**src/rtl/sat_pkg.sv**
```systemverilog
// Shared encodings for the BCP engine: variable values, literal polarities and
// saturating free-literal count codes.
package sat_pkg;

    localparam logic [1:0] FREE     = 2'b00;
    localparam logic [1:0] FALSE    = 2'b01;
    localparam logic [1:0] TRUE     = 2'b10;
    localparam logic [1:0] CONFLICT = 2'b11;

    localparam logic [1:0] EMPTY = 2'b00;
    localparam logic [1:0] NEG   = 2'b01;
    localparam logic [1:0] POS   = 2'b10;

    localparam logic [1:0] CNT0 = 2'b00;
    localparam logic [1:0] CNT1 = 2'b01;
    localparam logic [1:0] CNTN = 2'b11;

    // A negative literal swaps TRUE/FALSE; FREE and CONFLICT map to themselves.
    function automatic logic [1:0] lit_value(input logic [1:0] pol, input logic [1:0] v);
        if (pol == NEG)
            return {v[0], v[1]};
        return v;
    endfunction

endpackage

```
**src/rtl/free_lit_count.sv**
```systemverilog
// Saturating merge of one more free literal into a chained 0/1/many count.
module free_lit_count
    import sat_pkg::*;
(
    input  logic [1:0] pre,
    input  logic       free,
    output logic [1:0] next
);

    assign next = {pre[1] | (pre[0] & free), pre[0] | free};

endmodule

```
**src/rtl/lit_cell.sv**
```systemverilog
// One literal slot of a clause row: stores polarity, evaluates the literal
// against the variable value and feeds the clause count/sat/implication chains.
module lit_cell
    import sat_pkg::*;
(
    input  logic       clk,
    input  logic       rst,
    input  logic       wr_i,
    input  logic [2:0] var_value_frombase_i,
    output logic [2:0] var_value_tobase_o,
    input  logic [1:0] freelitcnt_pre,
    output logic [1:0] freelitcnt_next,
    input  logic       imp_drv_i,
    output logic       cclause_o,
    input  logic       cclause_drv_i,
    output logic       clausesat_o
);

    logic [1:0] lit;
    logic [1:0] v;
    logic [1:0] lv;
    logic       active;
    logic       lit_free;
    logic       unused_imp_flag;

    always_ff @(posedge clk) begin
        if (rst)
            lit <= EMPTY;
        else if (wr_i)
            lit <= var_value_frombase_i[2:1];
    end

    assign v               = var_value_frombase_i[2:1];
    assign unused_imp_flag = var_value_frombase_i[0];
    assign lv              = lit_value(lit, v);

    // During a write the bus carries a polarity, not a value, so the cell goes quiet.
    assign active   = ((lit == POS) || (lit == NEG)) && !wr_i;
    assign lit_free = active && (v == FREE);

    free_lit_count u_count (
        .pre  (freelitcnt_pre),
        .free (lit_free),
        .next (freelitcnt_next)
    );

    assign clausesat_o = active && (lv == TRUE);
    assign cclause_o   = cclause_drv_i && active && (lv == FALSE);

    always_comb begin
        var_value_tobase_o = 3'b000;
        if (imp_drv_i && lit_free)
            var_value_tobase_o = {(lit == POS) ? TRUE : FALSE, 1'b1};
    end

endmodule

```
**config.mk**
```make
export PLATFORM = sky130hd
export DESIGN_NAME = lit_cell
export DESIGN_NICKNAME = d
export VERILOG_FILES = /design/src/rtl/sat_pkg.sv /design/src/rtl/free_lit_count.sv /design/src/rtl/lit_cell.sv
export SDC_FILE = /design/constraint.sdc
export NUM_CORES = 1
export LEC_CHECK = 0
export CORE_AREA = 3 3 40 42
export DETAILED_ROUTE_END_ITERATION = 10
export DIE_AREA = 0 0 43 45
export HOLD_SLACK_MARGIN = 0.05
export PLACE_DENSITY = 0.57
export SYNTH_ARGS = -nofsm -noshare
export SYNTH_HDL_FRONTEND = slang
export SYNTH_HIERARCHICAL = 1
export SYNTH_SLANG_ARGS = --single-unit
```
**constraint.sdc**
```tcl
create_clock -name clk -period 1.5 [get_ports clk]
set_input_delay 0.15 -clock clk [delete_from_list [all_inputs] [get_ports clk]]
set_output_delay 0.15 -clock clk [all_outputs]
set_load 0.005 [all_outputs]
```
==> qor.csv <==
stage,metric,value,unit
min_path,hold_path_startpoint,rst,
place,portBuffers,15,
finish,final-seq-area,42.5,um^2
power_and_ir_drop,powerDensity,557,nW/um^2
outcome,status,"complete, but fails checks",
global_routing,antenna_found_initial,0,
routing,wl,736,um
finish,design_area,499,um^2
power_and_ir_drop,vdd_drop_max,0.279,mV
global_routing,grt_pass1_vias,296,
place,place_area,423,um^2
finish,regMostFlops,lit,
worst_setup_path,rrSetupSlack,0.88,ns
place,dp.cells,62,
worst_setup_path,crit_chain,buf_6 > ha_4 > or3_4 > nor2_4 > a21o_2 > buf_2,
finish,largest_register_ff_count,2,
routing,ant_nets,0,
min_path,hold_class,in2reg,
power_and_ir_drop,finalPower,0.000278,W
sta,maxSlewViolCount,0,
global_routing,grt_max_degree,5,
cts,h-tree-depth,1,
sta,setup_ws,-0.255,ns
finish,nNetsFinal,64,
yosys,seq_area_frac_synth,0.185,
worst_setup_path,cp_slowest_cell,or3_4,
sta,rsz0062_at_grt,true,
worst_setup_path,crit_type,reg2out,
worst_setup_path,arrival,1.60,ns
routing,highest_layer,met3,
global_routing,grt_pass1_wl,1150,um
min_path,holdPathStages,2,
cts,cts_hold_buf,0,
routing,wl_met2,378,um
sta,max_clock_freq,570,MHz
sta,finalHoldViolCount,0,
routing,drt-met1-wl,301,um
sta,setup_viol_count_final,7,
power_and_ir_drop,leakage,0.204,nW
worst_setup_path,reg2reg_to,lit[0]$_SDFFE_PP0P_,
flow_run,cap_violations,0,
cts,clk_pin_slew,0.03,ns
finish,finalNonFillerCells,65,
outcome,violations,setup timing,
yosys,mappedNetlistNets,39,
yosys,syn-mean-instance-area,8.02,um^2
finish,largestRegisters,lit x2,
min_path,min_to,lit[1]$_SDFFE_PP0P_,
sta,whs,0.482,ns
die,num_io_pins,17,
worst_setup_path,start_kind,flip-flop,
finish,n_fill_cell,155,
sta,slew_headroom,0.850,
routing,first_pass_iters,4,
die,core_area,1280,um^2
yosys,yosysWarnings,6,
yosys,syn_inst,27,
worst_setup_path,r2r-start,lit[0]$_SDFFE_PP0P_,
worst_setup_path,ff2ff_path_depth,2,
die,num_rows,13,
routing,drt_iter0_drc,4,
cts,clk_path_buf_depth,2,
global_routing,overflow,0,
sta,fin_skew,0,ns
routing,met3_length,57,um
place,dp_hpwl,502,um
yosys,ys_seq_elements,2,
finish,drive_above_1_share,0.600,
worst_setup_path,path_max_fanout,4,
place,gp_congestion,0.728,
sta,fin_crit,1.75,ns
routing,detail_route.vias_per_cell,4.51,
cts,cts_root_buf,clkbuf_4,
routing,vias,293,
die,fp.dieW,43,um
die,initial_core_util,0.168,
finish,multi_input_area,233,um^2
finish,area_growth,131,%
sta,tns,-1.55,ns
sta,post-route-period-util,1.17,
worst_setup_path,setup.worst_path.end_class,output pin,
sta,tightest_slew,0.226,ns
worst_setup_path,crit_required,1.35,ns
routing,drc,0,
cts,cts_sinks,2,
worst_setup_path,crit_start,lit[1]$_SDFFE_PP0P_,
global_routing,grt_usage,0.0806,
cts,cts_buffers,3,
cts,postCtsSetupBuffers,0,
die,dieArea,1940,um^2
die,die_h,45,um
cts,clk_latency,0.22,ns
cts,cts_tree,done,
yosys,syn_area,216,um^2
worst_setup_path,cpPeakStageDelay,0.42,ns
yosys,synth_cell_types,16,
finish,diodes,0,
routing,drt-wirelength-per-cell,11.3,um
==> how the worst max path moves through the flow <==
stage                         endpoint  depth (start not counted)
finish              freelitcnt_next[1]                          6
floorplan                    cclause_o                          4
global placement             cclause_o                          4
CTS                          cclause_o                          5
detailed placement           cclause_o                          4
global route                 cclause_o                          5
==> cells in the final DEF (no fill, tap or decap), types with 2 or more instances in the layout <==
master and count:
buf_2 7, buf_4 5, clkbuf_4 3, clkdlybuf4s50_1 8
dfxtp_2 2, inv_1 5, mux2i_1 2, nand3b_1 2
nor2_1 2, nor4_4 2
==> where the power goes <==
| part | switching [W] | internal, W | leakage, nW |
|---|---|---|---|
| Clock | 0.0000290 | 0.0000881 | 0.0138 |
| Sequential | 0.00000263 | 0.0000575 | 0.0172 |
| Combinational | 0.0000436 | 0.0000572 | 0.173 |
| Total | 0.0000752 | 0.000203 | 0.204 |
==> synth_stat cells <==
cell type	count	share of area
mux2i_1	2	0.092
nor3_1	1	0.023
a2111oi_2	1	0.069
ha_1	2	0.12
or2_1	1	0.029
nand3b_1	2	0.069
inv_1	5	0.087
a21o_2	1	0.040
dfxtp_1	2	0.18
nor2_1	3	0.052
buf_4	1	0.035
or3b_2	1	0.040
or3b_1	1	0.040
or3_1	1	0.029
nor4_1	2	0.058
a211oi_1	1	0.035
==> cell type report <==
class | count | share of cell area
tap | 15 | 0.0376
inverter | 5 | 0.0376
sequential | 2 | 0.0852
clock buffer | 3 | 0.0451
multi-input combinational | 19 | 0.466
timing repair buffer | 21 | 0.328
==> per-layer routing <==
layer | vias up | track usage
met4 | 0 | 0.0723
met3 | 0 | 0.0120
met1 | 141 | 0.0887
met5 | - | 0
met2 | 10 | 0.135
li1 | 142 | -
==> worst max-delay path, delay by kind of cell, from the launching register on <==
| kind | cells | cell delay (ns) |
|---|---|---|
| simple gates | 2 | 0.53 |
| flops | 1 | 0.32 |
| buf+inv | 2 | 0.21 |
| fa+ha+maj | 1 | 0.20 |
| compound gates | 1 | 0.12 |
==> logic make-up (layout without fill, tap and decap cells) <==
| family | after synthesis | count (layout) | share of synthesized area |
|---|---|---|---|
| multiplexers | 2 | 2 | 0.0925 |
| AO/OA/AOI/OAI | 3 | 3 | 0.145 |
| adder cells (fa/ha/maj) | 2 | 2 | 0.116 |
| flip-flops | 2 | 2 | 0.185 |
| buffers and inverters | 6 | 29 | 0.121 |
| AND/OR/NAND/NOR | 12 | 12 | 0.341 |
==> metrics by stage <==
| stage | util | setup WS [ns] |
|---|---|---|
| 3_5_place_dp | 0.329 | -0.608 |
| 4_1_cts | 0.363 | -0.279 |
| 5_1_grt | 0.389 | -0.338 |
| 2_1_floorplan | - | 0.0476 |
| 3_3_place_gp | 0.329 | -0.580 |
| 6_report | 0.389 | -0.255 |
==> repair_timing <==
action | CTS | global route
setup endpoints to repair | 7 | 7
gates resized for setup | 40 | 4
pin swaps | 5 | 1
No activity file was read; power rests on OpenSTA's default activity.
